**src/rtl/mm_result_collector.sv**
```systemverilog
// Collects the word-serial Montgomery S output and streams the K-bit result on valid/ready.
// Define MM_FINAL_SUB_EN to add the final conditional subtraction (S >= M ? S-M : S).
module mm_result_collector #(
  parameter int K          = 1024,
  parameter int W          = 16,
  parameter int SAMPLE_GAP = W/2-1,
  parameter int START_LAT  = 527
) (
  input  logic         CLK,
  input  logic         RST,
  input  logic         START,
  input  logic [W-1:0] M_IN,
  input  logic         M_VALID,
  input  logic [W-1:0] S_IN,
  output logic [W-1:0] OUT_DATA,
  output logic         OUT_VALID,
  input  logic         OUT_READY,
  output logic         OUT_LAST,
  output logic         BUSY,
  output logic         DONE
);
  localparam int NW = K/W+1;
  localparam int IW = $clog2(NW+1);
  localparam int GW = (SAMPLE_GAP > 1) ? $clog2(SAMPLE_GAP) : 1;
  localparam int LW = (START_LAT > 1) ? $clog2(START_LAT) : 1;

  localparam logic [IW-1:0] LAST_W   = IW'(NW-1);
  localparam logic [LW-1:0] LAT_INIT = LW'(START_LAT-1);
  localparam logic [GW-1:0] GAP_END  = GW'(SAMPLE_GAP-1);
`ifdef MM_FINAL_SUB_EN
  localparam logic [IW-1:0] LAST_OUT = IW'(NW-2);
  localparam logic [IW-1:0] NW_I     = IW'(NW);
  typedef enum logic [2:0] {IDLE, WAIT_LAT, CAPTURE, SUB, OUT} state_t;
`else
  localparam logic [IW-1:0] LAST_OUT = IW'(NW-1);
  typedef enum logic [2:0] {IDLE, WAIT_LAT, CAPTURE, OUT} state_t;
`endif

  state_t        state_reg;
  logic [LW-1:0] lat_cnt_reg;
  logic [GW-1:0] gap_cnt_reg;
  logic [IW-1:0] s_idx_reg;
  logic [IW-1:0] out_idx_reg;
  logic [W-1:0]  out_data_reg;
  logic          out_valid_reg;
  logic          out_last_reg;
  logic          busy_reg;
  logic          done_reg;

  logic [W-1:0]  s_buf [NW];
  logic          s_wr;
  logic          hs;
  logic [IW-1:0] ld_idx;
  logic [W-1:0]  ld_word;

`ifdef MM_FINAL_SUB_EN
  logic [IW-1:0] m_idx_reg;
  logic [IW-1:0] sub_idx_reg;
  logic          borrow_reg;
  logic          sel_d_reg;
  logic [W-1:0]  m_buf [NW];
  logic [W-1:0]  d_buf [NW];
  logic          m_wr;
  logic          d_wr;
  logic [W:0]    diff;

  assign m_wr = M_VALID && (m_idx_reg < NW_I) &&
                (state_reg == WAIT_LAT || state_reg == CAPTURE);
  assign d_wr = (state_reg == SUB);
  // Bit W of the widened difference is the borrow out of this word.
  assign diff = {1'b0, s_buf[sub_idx_reg]} - {1'b0, m_buf[sub_idx_reg]} - {{W{1'b0}}, borrow_reg};
`else
  logic unused_m;
  assign unused_m = ^{M_IN, M_VALID};
`endif

  always_comb begin
    s_wr = 1'b0;
    if (state_reg == WAIT_LAT && lat_cnt_reg == '0) s_wr = 1'b1;
    if (state_reg == CAPTURE && gap_cnt_reg == GAP_END) s_wr = 1'b1;
  end

  generate
    for (genvar gi = 0; gi < NW; gi++) begin : g_word
      logic [W-1:0] s_word_reg;
      always_ff @(posedge CLK or posedge RST) begin
        if (RST) s_word_reg <= '0;
        else if (s_wr && s_idx_reg == IW'(gi)) s_word_reg <= S_IN;
      end
      assign s_buf[gi] = s_word_reg;
`ifdef MM_FINAL_SUB_EN
      logic [W-1:0] m_word_reg;
      logic [W-1:0] d_word_reg;
      always_ff @(posedge CLK or posedge RST) begin
        if (RST) begin
          m_word_reg <= '0;
          d_word_reg <= '0;
        end else begin
          if (m_wr && m_idx_reg == IW'(gi)) m_word_reg <= M_IN;
          if (d_wr && sub_idx_reg == IW'(gi)) d_word_reg <= diff[W-1:0];
        end
      end
      assign m_buf[gi] = m_word_reg;
      assign d_buf[gi] = d_word_reg;
`endif
    end
  endgenerate

  // Next word to present: the following one on a handshake, else the current one.
  assign hs     = out_valid_reg && OUT_READY;
  assign ld_idx = hs ? out_idx_reg + IW'(1) : out_idx_reg;
`ifdef MM_FINAL_SUB_EN
  assign ld_word = sel_d_reg ? d_buf[ld_idx] : s_buf[ld_idx];
`else
  assign ld_word = s_buf[ld_idx];
`endif

  always_ff @(posedge CLK or posedge RST) begin
    if (RST) begin
      state_reg     <= IDLE;
      lat_cnt_reg   <= '0;
      gap_cnt_reg   <= '0;
      s_idx_reg     <= '0;
      out_idx_reg   <= '0;
      out_data_reg  <= '0;
      out_valid_reg <= 1'b0;
      out_last_reg  <= 1'b0;
      busy_reg      <= 1'b0;
      done_reg      <= 1'b0;
`ifdef MM_FINAL_SUB_EN
      m_idx_reg     <= '0;
      sub_idx_reg   <= '0;
      borrow_reg    <= 1'b0;
      sel_d_reg     <= 1'b0;
`endif
    end else begin
      done_reg <= 1'b0;
`ifdef MM_FINAL_SUB_EN
      if (m_wr) m_idx_reg <= m_idx_reg + IW'(1);
`endif
      case (state_reg)
        IDLE: begin
          if (START) begin
            state_reg   <= WAIT_LAT;
            busy_reg    <= 1'b1;
            lat_cnt_reg <= LAT_INIT;
            s_idx_reg   <= '0;
`ifdef MM_FINAL_SUB_EN
            m_idx_reg   <= '0;
`endif
          end
        end
        WAIT_LAT: begin
          if (lat_cnt_reg == '0) begin
            state_reg   <= CAPTURE;
            s_idx_reg   <= IW'(1);
            gap_cnt_reg <= '0;
          end else begin
            lat_cnt_reg <= lat_cnt_reg - LW'(1);
          end
        end
        CAPTURE: begin
          if (gap_cnt_reg == GAP_END) begin
            gap_cnt_reg <= '0;
            s_idx_reg   <= s_idx_reg + IW'(1);
            if (s_idx_reg == LAST_W) begin
`ifdef MM_FINAL_SUB_EN
              state_reg   <= SUB;
              sub_idx_reg <= '0;
              borrow_reg  <= 1'b0;
`else
              state_reg   <= OUT;
              out_idx_reg <= '0;
`endif
            end
          end else begin
            gap_cnt_reg <= gap_cnt_reg + GW'(1);
          end
        end
`ifdef MM_FINAL_SUB_EN
        SUB: begin
          borrow_reg  <= diff[W];
          sub_idx_reg <= sub_idx_reg + IW'(1);
          if (sub_idx_reg == LAST_W) begin
            sel_d_reg   <= ~diff[W];
            state_reg   <= OUT;
            out_idx_reg <= '0;
          end
        end
`endif
        OUT: begin
          if (hs) begin
            if (out_last_reg) begin
              state_reg     <= IDLE;
              busy_reg      <= 1'b0;
              done_reg      <= 1'b1;
              out_valid_reg <= 1'b0;
              out_last_reg  <= 1'b0;
              out_data_reg  <= '0;
            end else begin
              out_idx_reg  <= ld_idx;
              out_data_reg <= ld_word;
              out_last_reg <= (ld_idx == LAST_OUT);
            end
          end else if (!out_valid_reg) begin
            out_valid_reg <= 1'b1;
            out_data_reg  <= ld_word;
            out_last_reg  <= (ld_idx == LAST_OUT);
          end
        end
        default: state_reg <= IDLE;
      endcase
    end
  end

  assign OUT_DATA  = out_data_reg;
  assign OUT_VALID = out_valid_reg;
  assign OUT_LAST  = out_last_reg;
  assign BUSY      = busy_reg;
  assign DONE      = done_reg;
endmodule

```
**config.mk**
```make
export PLATFORM = sky130hd
export DESIGN_NAME = mm_result_collector
export DESIGN_NICKNAME = d
export VERILOG_FILES = /design/src/rtl/mm_result_collector.sv
export SDC_FILE = /design/constraint.sdc
export NUM_CORES = 2
export LEC_CHECK = 0
export BUFFER_PORTS_ARGS = -buffer_cell sky130_fd_sc_hd__buf_2
export CAP_MARGIN = 20
export CORE_UTILIZATION = 35
export CTS_CLUSTER_SIZE = 14
export DETAILED_ROUTE_END_ITERATION = 8
export PLACE_DENSITY = 0.58
export SLEW_MARGIN = 30
export SYNTH_ARGS = -nofsm -noshare
export SYNTH_HDL_FRONTEND = slang
export SYNTH_SLANG_ARGS = --single-unit
```
**constraint.sdc**
```tcl
create_clock -name CLK -period 56.1 [get_ports CLK]
set_clock_uncertainty 0.2 [all_clocks]
set_input_delay 11.22 -clock CLK [delete_from_list [all_inputs] [get_ports CLK]]
set_output_delay 11.22 -clock CLK [all_outputs]
set_load 0.01 [all_outputs]
```
==> run_results.csv <==
group,metric,value,unit
setup_path,required,56.48,ns
floorplanning,coreArea,144000,µm²
global_routing,grt_max_degree,169,
clocking,clkSinkCount,1089,
power_and_ir_drop,vdd_drop_max,0.0272,mV
route,ant_nets,0,
layout,multi_input_area,22000,µm²
placement,dpl.hpwl,74600,µm
setup_path,rr_worst_depth,9,
sta,fmax,61.9,MHz
synth,ys_ff_latch,1089,
worst_hold_path,hold_path_class,"reg2reg",
sta,fin_crit_sh,28.8,%
sta,relSlewSlack,33.2,%
route,drcViolationCount,2,
sta,rsz0062_at_grt,"false",
power_and_ir_drop,power_switching,0.575,mW
sta,setup_violations,0,
worst_hold_path,holdPathEnd,"g_word[12].s_word_reg[9]$_DFFE_PP0P_",
placement,dpl.cell_count,4964,
clocking,tritoncts,"built",
flow_run,max_cap_violations,0,
sta,drv_slew,0,
synth,synth_top_flop_cell,"dfrtp_1",
sta,tns,0,ns
power_and_ir_drop,internal_power,1.37,mW
clocking,cts_setup_buffers,0,
global_routing,antenna_found_initial,10,
clocking,cts_root_buffer,"clkbuf_16",
floorplanning,pin_count,57,
worst_hold_path,holdPathStages,1,
global_routing,grt_pass1_wl,195000,µm
worst_hold_path,min_from,"g_word[12].s_word_reg[9]$_DFFE_PP0P_",
synth,synthCells,3252,
setup_path,critical_path.reg2reg.startpoint,"OUT_VALID$_DFFE_PP0P_",
setup_path,arrival,16.55,ns
synth,syn_area,50800,µm²
synth,async_flop_share,100,%
power_and_ir_drop,pwr-share-comb,17.8,%
status,outcome,"complete, but fails checks",
clocking,cts_resized,0,
layout,fin_nets,3226,
route,via_per_inst,5.45,
power_and_ir_drop,p_per_area,34.4,nW/µm²
sta,min_period,16.17,ns
layout,final_cell_count_no_fill,5177,
global_routing,overflow,0,
route,drt_pass1_iterations,9,
clocking,path_clk_slew,0.06,ns
setup_path,r2r_setup_slack,50.02,ns
sta,hold_slack,0.288,ns
global_routing,grt_pass1_vias,29250,
clocking,htree_levels,3,
power_and_ir_drop,p_clk_share,40.1,%
status,failed_checks,"DRC",
sta,hold_violations,0,
synth,synth_edf_count,0,
route,drtIter0Drc,2053,
floorplanning,rows,139,
floorplanning,die-area,147000,µm²
power_and_ir_drop,p_sw_share,29.6,%
placement,gp_congestion,0.794,
floorplanning,die_h,383,µm
setup_path,path_class,"in2reg",
setup_path,reg2reg_to,"OUT_DATA[6]$_DFFE_PP0P_",
clocking,clk_latency,0.74,ns
layout,area_growth,10.9,%
layout,fill_cells,13202,
synth,yosysWarnings,0,
setup_path,endpoint_kind,"register",
synth,postSynthAreaPerCell,15.6,µm²
sta,worst_slew_pin_slew,0.999,ns
synth,yosysUniqueCellTypes,70,
clocking,clockBufferDepth,3,
power_and_ir_drop,power_frac_seq,42.2,%
synth,ys_seq_area_share,53.6,%
route,vias,28191,
clocking,cts_buffers,114,
setup_path,path_max_fanout,49,
route,wl_per_cell,24.5,µm
floorplanning,die_w,383,µm
layout,final-seq-area,27300,µm²
setup_path,cp-start-kind,"primary input",
floorplanning,start_util,35.3,%
clocking,ctsHoldBuffers,0,
layout,drive_above_1_share,51.3,%
placement,portBuffers,39,
layout,largest_register_ffs,1040,
synth,syn_nets,3300,
global_routing,grtUsageTotal,17.5,%
route,totalWireLength,127000,µm
power_and_ir_drop,total_leakage_power,27.0,nW
kinds of logic (layout without fill, tap and decap cells):
family	Yosys count	count (layout)	synth area share [%]
buf+inv	309	329	3.34
simple gates	259	259	3.99
mux	1308	1308	34.7
compound gates	264	264	3.86
fa+ha+maj	11	11	0.271
flops	1089	1089	53.6
other cells	0	2	0
xor+xnor	12	12	0.222
cell usage after synthesis (3+ instances only):
cell,instances,area share [%]
a41oi_1,15,0.26
nor2_2,23,0.28
o22ai_1,32,0.39
and3_1,23,0.28
mux2i_1,8,0.16
or3_1,6,0.074
buf_1,5,0.037
nor2b_1,8,0.099
nor2_1,29,0.21
buf_6,42,0.93
or2_2,3,0.037
nand2_1,67,0.49
mux2_2,1041,23
a222oi_1,15,0.30
xor2_1,6,0.10
a22o_1,8,0.14
nand3_1,13,0.13
a21oi_1,13,0.13
o31ai_1,3,0.044
a22oi_1,91,1.3
a31oi_1,9,0.11
nor3_1,9,0.089
nand2b_1,4,0.049
xnor2_1,5,0.086
a311o_1,15,0.30
nand4_1,8,0.099
mux4_2,258,11
inv_1,16,0.12
a221o_1,4,0.079
buf_4,32,0.47
ha_1,11,0.27
o21ai_0,26,0.26
a21o_1,18,0.27
dfrtp_1,1089,54
buf_2,49,0.48
clkbuf_1,162,1.2
nor2_8,40,1.6
critical path, cell delays in order:
cell and delay [ns]:
buf_2 0.16, and2_0 0.30, xnor2_4 0.84, buf_4 0.83, buf_6 0.63, buf_4 0.81, mux4_2 0.60, o22ai_1 0.45
a311o_1 0.44, a41oi_1 0.17
worst max-delay path by stage:
stage                          endpoint  cells past startpoint      start
2_1_floorplan          BUSY$_DFFE_PP0P_                      1        RST
5_1_grt        OUT_DATA[10]$_DFFE_PP0P_                     10  OUT_READY
3_5_place_dp    OUT_DATA[0]$_DFFE_PP0P_                     10  OUT_READY
4_1_cts         OUT_DATA[0]$_DFFE_PP0P_                     10  OUT_READY
3_3_place_gp    OUT_DATA[0]$_DFFE_PP0P_                     10  OUT_READY
6_report        OUT_DATA[6]$_DFFE_PP0P_                     10  OUT_READY
per-stage QoR:
step	instance area (µm²)	util, %	total power, mW	setup WS, ns
after floorplan	50800	-	1.07	14.02
after global placement	52300	36.4	1.18	38.77
after detailed placement	52400	36.4	1.18	38.76
after CTS	56300	39.1	1.97	39.56
after global routing	56400	39.2	2.02	39.65
final	56400	39.2	1.94	39.93
power groups by stage:
stage               Clock [mW]  Combinational, mW  Sequential (mW)
floorplan                    0              0.241            0.826
global placement             0              0.351            0.832
detailed placement           0              0.352            0.832
CTS                      0.798              0.352            0.818
global route             0.829              0.368            0.820
finish                   0.778              0.345            0.819
cells in the final DEF, fill, tap and decap left out, types with 17 or more instances in the layout:
master / count
clkbuf_1: 24
nor2_8: 40
clkbuf_16: 114
o22ai_1: 32
nor2_1: 28
a21o_1: 18
o21ai_0: 26
mux2_2: 1041
clkinv_2: 17
nand2_1: 67
and3_1: 23
mux4_2: 258
a22oi_1: 91
buf_2: 39
dfrtp_1: 1089
buf_4: 50
clkbuf_8: 39
area by class of cell:
type / count / share of cell area, %
Antenna cell: 2 / 0.00888
Inverter: 16 / 0.120
Tap cell: 1903 / 4.22
Clock inverter: 33 / 0.686
Multi-Input combinational cell: 1854 / 39.1
Timing Repair Buffer: 103 / 1.38
Sequential cell: 1089 / 48.3
Clock buffer: 177 / 6.17
per-layer routing:
| layer | track usage, % | part of all wire [%] | up-vias |
|---|---|---|---|
| li1 | - | - | 12088 |
| met2 | 26.9 | 47 | 490 |
| met4 | 4.73 | 2.5 | 0 |
| met5 | 0 | 0 | - |
| met3 | 2.71 | 4.3 | 174 |
| met1 | 25.7 | 47 | 15439 |
Power figures use the tool's default switching activity.
